[config.mk]
export PLATFORM = sky130hd
export DESIGN_NAME = li_expander
export DESIGN_NICKNAME = d
export VERILOG_FILES = /design/src/rtl/li_expander.sv
export SDC_FILE = /design/constraint.sdc
export NUM_CORES = 1
export LEC_CHECK = 0
export ABC_AREA = 1
export CORE_UTILIZATION = 30
export DETAILED_ROUTE_END_ITERATION = 8
export SLEW_MARGIN = 5
export SYNTH_ARGS = -nofsm -noshare
export SYNTH_HDL_FRONTEND = slang
export SYNTH_SLANG_ARGS = --single-unit
export TNS_END_PERCENT = 30
[constraint.sdc]
create_clock -name clk -period 2.3 [get_ports clk]
set_input_delay 0.46 -clock clk [delete_from_list [all_inputs] [get_ports clk]]
set_output_delay 0.46 -clock clk [all_outputs]
set_load 0.01 [all_outputs]
[src/rtl/li_expander.sv]
// li_expander: expands li/addi commands into RISC-V ADDI/LUI encodings
// and streams the words out over a valid/ready handshake.
module li_expander #(
  parameter int CNT_W      = 16,
  parameter bit NOP_ON_RD0 = 1'b1
) (
  input  logic             clk,
  input  logic             rst_n,
  input  logic             cmd_valid,
  output logic             cmd_ready,
  input  logic             cmd_op,
  input  logic [4:0]       cmd_rd,
  input  logic [4:0]       cmd_rs1,
  input  logic [31:0]      cmd_imm,
  output logic             out_valid,
  input  logic             out_ready,
  output logic [31:0]      out_inst,
  output logic             out_last,
  output logic             err,
  output logic [CNT_W-1:0] inst_cnt
);

  typedef enum logic [1:0] {IDLE, EMIT1, EMIT2} state_t;

  state_t           state_q;
  logic [31:0]      inst_q;
  logic [31:0]      next_q;
  logic             last_q;
  logic             valid_q;
  logic             err_q;
  logic [CNT_W-1:0] cnt_q;

  logic        fits12;
  logic        rd0;
  logic        lo0;
  logic [11:0] lo;
  logic [19:0] hi;
  logic        emit_d;
  logic        bad_d;
  logic        last_d;
  logic [31:0] w1_d;
  logic [31:0] w2_d;

  // hi absorbs the sign of lo so LUI+ADDI reconstructs the constant
  always_comb begin
    fits12 = (&cmd_imm[31:11]) | ~(|cmd_imm[31:11]);
    rd0    = (cmd_rd == 5'd0);
    lo     = cmd_imm[11:0];
    lo0    = (lo == 12'd0);
    hi     = cmd_imm[31:12] + {19'd0, cmd_imm[11]};
    emit_d = 1'b0;
    bad_d  = 1'b0;
    last_d = 1'b1;
    w1_d   = 32'h0;
    w2_d   = {lo, cmd_rd, 3'b000, cmd_rd, 7'h13};
    unique case (1'b1)
      cmd_op & fits12: begin
        emit_d = 1'b1;
        w1_d   = {lo, cmd_rs1, 3'b000, cmd_rd, 7'h13};
      end
      cmd_op & ~fits12: begin
        bad_d = 1'b1;
      end
      ~cmd_op & rd0: begin
        emit_d = NOP_ON_RD0;
        w1_d   = 32'h0000_0013;
      end
      ~cmd_op & ~rd0 & fits12: begin
        emit_d = 1'b1;
        w1_d   = {lo, 5'd0, 3'b000, cmd_rd, 7'h13};
      end
      ~cmd_op & ~rd0 & ~fits12 & lo0: begin
        emit_d = 1'b1;
        w1_d   = {hi, cmd_rd, 7'h37};
      end
      ~cmd_op & ~rd0 & ~fits12 & ~lo0: begin
        emit_d = 1'b1;
        last_d = 1'b0;
        w1_d   = {hi, cmd_rd, 7'h37};
      end
      default: begin
        emit_d = 1'b0;
      end
    endcase
  end

  always_ff @(posedge clk or negedge rst_n) begin
    if (!rst_n) begin
      state_q <= IDLE;
      inst_q  <= 32'h0;
      next_q  <= 32'h0;
      last_q  <= 1'b0;
      valid_q <= 1'b0;
      err_q   <= 1'b0;
      cnt_q   <= '0;
    end else begin
      err_q <= 1'b0;
      unique case (state_q)
        IDLE: begin
          if (cmd_valid) begin
            err_q <= bad_d;
            if (emit_d) begin
              inst_q  <= w1_d;
              last_q  <= last_d;
              next_q  <= w2_d;
              valid_q <= 1'b1;
              state_q <= EMIT1;
            end
          end
        end
        EMIT1: begin
          if (out_ready) begin
            cnt_q <= cnt_q + {{(CNT_W-1){1'b0}}, 1'b1};
            if (last_q) begin
              valid_q <= 1'b0;
              state_q <= IDLE;
            end else begin
              inst_q  <= next_q;
              last_q  <= 1'b1;
              state_q <= EMIT2;
            end
          end
        end
        EMIT2: begin
          if (out_ready) begin
            cnt_q   <= cnt_q + {{(CNT_W-1){1'b0}}, 1'b1};
            valid_q <= 1'b0;
            state_q <= IDLE;
          end
        end
        default: state_q <= IDLE;
      endcase
    end
  end

  assign cmd_ready = (state_q == IDLE);
  assign out_valid = valid_q;
  assign out_inst  = inst_q;
  assign out_last  = last_q;
  assign err       = err_q;
  assign inst_cnt  = cnt_q;

endmodule

==> results of run 1 <==
cell usage in the layout (no fill, tap or decap), drive strengths merged:
cell	synthesis	layout
mux2i	1	1
dfrtp	66	66
buf	11	56
clkdlybuf4s50	0	95
inv	75	76
conb	1	2
a21oi	9	9
xor2	17	17
nand2	210	210
mux2	1	1
xnor2	5	5
o22ai	1	1
nand3b	3	3
nand4	19	19
clkbuf	11	11
or2	1	1
nor3	7	7
and2	1	1
clkinvlp	0	1
bufinv	0	2
clkinv	1	2
nor2	57	57
nand3	35	35
ha	8	8
o21ai	36	36
worst max-delay path, cell delays in order (launching register included):
cell and delay, ps:
dfrtp_1 400, inv_1 110, ha_2 270, clkdlybuf4s50_1 560
state kept, by name (all words and copies together) (netlist names):
register	count
out_inst	27
next_q	18
inst_cnt	16
state_q	2
err	1
out_last	1
out_valid	1
cells in the mapped netlist, drive strengths merged:
master	number	area share, %
a21oi	9	1.1
and2	1	0.15
buf	11	2.3
clkbuf	11	1.6
clkinv	1	0.091
conb	1	0.091
dfrtp	66	40
ha	8	2.4
inv	75	6.8
mux2	1	0.27
mux2i	1	0.24
nand2	210	20
nand3	35	4.9
nand3b	3	0.55
nand4	19	3.0
nor2	57	5.8
nor3	7	0.85
o21ai	36	4.4
o22ai	1	0.15
or2	1	0.15
xnor2	5	1.1
xor2	17	3.6
final cells by class:
class                      count  area, µm²
clock buffer                  11        253
clock inverter                 5       85.1
fill                        1380       7320
inverter                      76        285
multi-input combinational    413       2050
sequential                    66       1650
tap                          176        220
timing repair buffer         151       1440
timing repair:
action | 4_1_cts | 5_1_grt
setup endpoints to repair | 0 | 16
hold buffers | 0 | 0
gates resized for setup | 0 | 9
report_power, final:
group / total [mW] / switching, mW / internal [mW]
combinational: 2.38 / 1.24 / 1.14
clock: 1.54 / 0.526 / 1.01
sequential: 1.85 / 0.264 / 1.59
total: 5.77 / 2.03 / 3.74
logic make-up (layout without fill, tap and decap cells):
logic type	count (synthesis)	after routing	synth area share, %
fa+ha+maj	8	8	2.44
compound gates	46	46	5.63
simple gates	333	333	35.6
buf+inv	98	243	10.8
mux	2	2	0.517
xor+xnor	22	22	4.69
flops	66	66	40.2
other cells	1	2	0.0912
worst max-delay path by stage:
stage                      startpoint            to  slack [ps]  cells after the start
after floorplan            state_q[0]  inst_cnt[15]         370                      9
after global placement    cmd_imm[11]  out_inst[26]        -250                     11
after detailed placement  cmd_imm[11]  out_inst[26]        -290                     11
after CTS                  state_q[0]     cmd_ready          50                      3
after global routing      cmd_imm[11]  out_inst[26]         -40                     11
final                      state_q[0]     cmd_ready         160                      3
per-stage QoR:
stage                     TNS, ps  std cells
after global routing        -72.4        898
after floorplan                 0        577
final                           0        898
after CTS                       0        898
after global placement      -6270        882
after detailed placement    -6240        882
layer usage:
layer	vias to the layer above	track usage, %
met3	13	3.16
met4	0	6.33
met2	97	30.3
met5	-	0
li1	2068	-
met1	1829	23.5
==> run metrics, run 1 <==
status=complete, no violations; share of layout cells above drive strength 1=13.3%; Yosys warnings=0; Post CTS Setup Buffer Count=0; CTS Root Buffer Type=clkbuf_16; Crit Path Category=reg -> out; Die Wd=119 µm; # clock sinks=66; 1st-iter DRT viols=253; PnR worst setup slack=164 ps; Setup Skew=5.14 ps; worst hold path type=in -> async; residual DRC count=0; Slew Viols, Final=0; Worst EP arrival=1680 ps; Yosys reg bits=66; syn avg cell area=7.14 µm²; Area Overhead vs Synth=45.4%; routed wire length per instance=13.4 µm; Port Buffers=96; CP required=1840 ps; CTS tree=yes; Max Root-Sink Buffers=2; Max VDD drop=0.000674 V; htree depth=3; metal2 WL=5770 µm; Max-cap violations=0; largest net degree at the start of global routing=67; CTS Buf Count=9; cell area after layout=5980 µm²; number of global-route vias before repair=4104; routed wire length=12000 µm; Netlist Area Pre-Place=4110 µm²; I/O pins=99; Starting Density=30.9%; initial antenna violation count=0; Power Dens Cells=966 nW/µm²; type of origin of the critical path=register; Cells after Synth=576; hold_ws=140 ps; placed inst area=5610 µm²; Routed Antenna Nets=0; Remaining Overflow, GRT=0; top sig layer=met4; Die Span Y=119 µm; post-synth cell types=36; Via density=4.46; first-pass GRT wire length=20200 µm; Post-DP HPWL=9310 µm; FF-to-FF End=inst_cnt[15]; Rows=42; Metal-1 WL=5560 µm; final hold vios=0; CP endpoint kind=output port; Antenna diodes=0; fin crit period=2140 ps; Final Setup Violations=0; period utilization=92.9%; top achievable clock speed=468 MHz; metal3 WL=492 µm; Reg2Reg Depth=10; pre-CTS WS=-287 ps; Total Routing Usage GR=18.1%; die area=14200 µm²; Crit Path Max Fanout=6; post-synthesis sequential area ratio=40.2%; layout net count=772; reg-to-reg slack, setup=210 ps; static leakage power=3.12 nW; RR Startpoint=state_q[0]; area of the core=13300 µm²; Clock Latency Late Sink=330 ps; Final Util=45.0%; total power=5.77 mW; DR pass1 iterations=5; Vias=4007; Worst-path clk slew=60 ps; gpl congestion=0.867
Power figures use the tool's default switching activity.
==> inputs of run 2 (changes only) <==
- CORE_ASPECT_RATIO: not set -> 0.8
- TNS_END_PERCENT: 30 -> not set
==> run 2 against run 1 <==
Sequential cell count unchanged. First-iteration DRC count fell by 9.1%. Sequential power barely moved. Clock skew increased by 2.0 ps. Cell count grew 0.33%. Power down 3.8%. Routed wire length is 0.32% lower. Via count rose by 3.3%. Critical path depth stayed put. Largest cell class unchanged.
==> run metrics, run 2 (synthesized netlist as in run 1, its figures left out) <==
residual DRC count=0 (unchanged); routed wire length=12000 µm (-0.32%); number of global-route vias before repair=4001 (-2.5%); Die Span Y=107 µm (-10%); Rows=37 (-12%); initial antenna violation count=0 (unchanged); Post CTS Setup Buffer Count=0 (unchanged); largest net degree at the start of global routing=67 (unchanged); static leakage power=3.12 nW (about the same); top achievable clock speed=463 MHz (-1.0%); die area=14200 µm² (about the same); 1st-iter DRT viols=230 (-9.1%); I/O pins=99 (unchanged); Crit Path Max Fanout=4 (-2); layout net count=776 (+0.52%); Starting Density=31.4% (+0.46 points); Worst-path clk slew=50 ps (about the same); Final Setup Violations=0 (unchanged); delay-heaviest family, CP=buffers and inverters; worst hold path type=in -> async; Crit Path Category=reg -> out; leading cell type in the layout, fill and taps excluded=nand2_1; type of origin of the critical path=register; Max-cap violations=0 (unchanged); Final TNS setup=0 ps (unchanged); Crit path buffers/inverters=2 (unchanged); CTS Buf Count=9 (unchanged); first-pass GRT wire length=20000 µm (-1.2%); htree depth=3 (unchanged); Port Buffers=96 (unchanged); CP required=1840 ps (about the same); pre-CTS WS=-347 ps (-59.8 ps); CTS Root Buffer Type=clkbuf_16; Worst EP arrival=1700 ps (+20 ps); Routed Antenna Nets=0 (unchanged); Via density=4.59 (+2.9%); # clock sinks=66 (unchanged); Crit-path slowest cell=clkdlybuf4s50_1; Fill cells=1333 (-3.4%); Post-DP HPWL=9360 µm (+0.48%); worst-path cell chain=inv_1, ha_1, clkdlybuf4s50_1; max FFs per register=27 (unchanged); final hold vios=0 (unchanged); cell area after layout=5950 µm² (-0.52%); Total Routing Usage GR=18.1% (-0.085 points); gpl congestion=0.850 (-2.1%); Antenna diodes=0 (unchanged); area of the core=13100 µm² (-1.5%); period utilization=93.8% (+0.96 points); Remaining Overflow, GRT=0 (unchanged); RSZ-0062 raised after global routing=no; placed inst area=5630 µm² (+0.51%); Setup Skew=7.10 ps (+1.96 ps); Max Root-Sink Buffers=2 (unchanged); PnR worst setup slack=142 ps (-22.0 ps); Power Dens Cells=934 nW/µm² (-3.3%); crit-path max cell delay=580 ps (+20 ps); Hold Buf Count CTS=0 (unchanged); Clock Latency Late Sink=330 ps (about the same); most frequent cells in the layout=nand2_1 (202), clkdlybuf4s50_1 (94), inv_1 (73), dfrtp_1 (66), buf_4 (53); Slew Viols, Final=0 (unchanged); CTS tree=yes; Die Wd=133 µm (+12%); Area Overhead vs Synth=44.7%; fin crit period=2160 ps (+22.0 ps); total power=5.56 mW (-3.8%); worst setup path start=state_q[0]; DR pass1 iterations=5 (unchanged); Vias=4138 (+3.3%); routed wire length per instance=13.3 µm (-0.65%); status=complete, no violations; Max VDD drop=0.000572 V (-15%); RR Startpoint=state_q[1]; share of layout cells above drive strength 1=13.2% (-0.073 points); non-filler cells, final=901 (+0.33%); CP endpoint kind=output port; placed insts=885 (+0.34%)
==> run 2: cell types whose count changed in the layout (fill, tap and decap cells not counted), sizes merged <==
cell	previous run	this run
dlymetal6s2s	0	1
buf	56	60
inv	76	75
clkinv	2	3
clkbuf	11	13
clkinvlp	1	0
bufinv	2	1
clkdlybuf4s50	95	94
==> run 2: layout make-up <==
cell class	count	area (µm²)	share of cell area, %
Multi-Input combinational cell	413	2040	34.3
Clock buffer	13	240	4.04
Sequential cell	66	1650	27.8
Tap cell	175	219	3.68
Timing Repair Buffer	155	1470	24.7
Clock inverter	3	40.0	0.673
Inverter	76	285	4.80
==> run 2: path summary, 6_finish.rpt <==
check	to	slack, ps	cells past startpoint
setup reg to reg	inst_cnt[14]	290	9
hold / removal	out_inst[27]	130	2
min in group clk	next_q[4]	450	2
max in group asynchronous	out_inst[31]	1850	2
hold reg to reg	next_q[4]	450	2
setup / recovery	cmd_ready	140	3
==> run 2: timing repair <==
item                                    in CTS  in global routing
gates resized for setup                      1                  9
endpoints found under the setup margin       1                 21
pin swaps                                    0                  1
==> run 2: worst register-to-register path, stage by stage, from the launching register on <==
cell and delay, ps:
dfrtp_1 380, inv_1 90, ha_1 320, nand3_1 130, nor2_1 180, nand3_1 130
nor3_1 280, inv_1 90, nor3_1 180, xor2_1 160
==> run 2: routing by layer <==
metal,vias up,global-route usage [%],part of all wire [%]
met5,-,0,0
met2,130,27.6,44
li1,2074,-,-
met4,0,4.35,1.1
met3,10,4.26,5.4
met1,1924,25.6,50
==> run 2: stage by stage <==
stage | utilization [%] | hold WS [ps]
after floorplan | - | 164
after global placement | 43.0 | 431
after detailed placement | 43.0 | 440
after CTS | 45.2 | 154
after global routing | 45.4 | 157
final | 45.4 | 131
==> run 2: where the power goes <==
group / internal, mW / switching, mW / total (mW)
Sequential: 1.59 / 0.274 / 1.86
Clock: 0.837 / 0.493 / 1.33
Combinational: 1.13 / 1.23 / 2.37
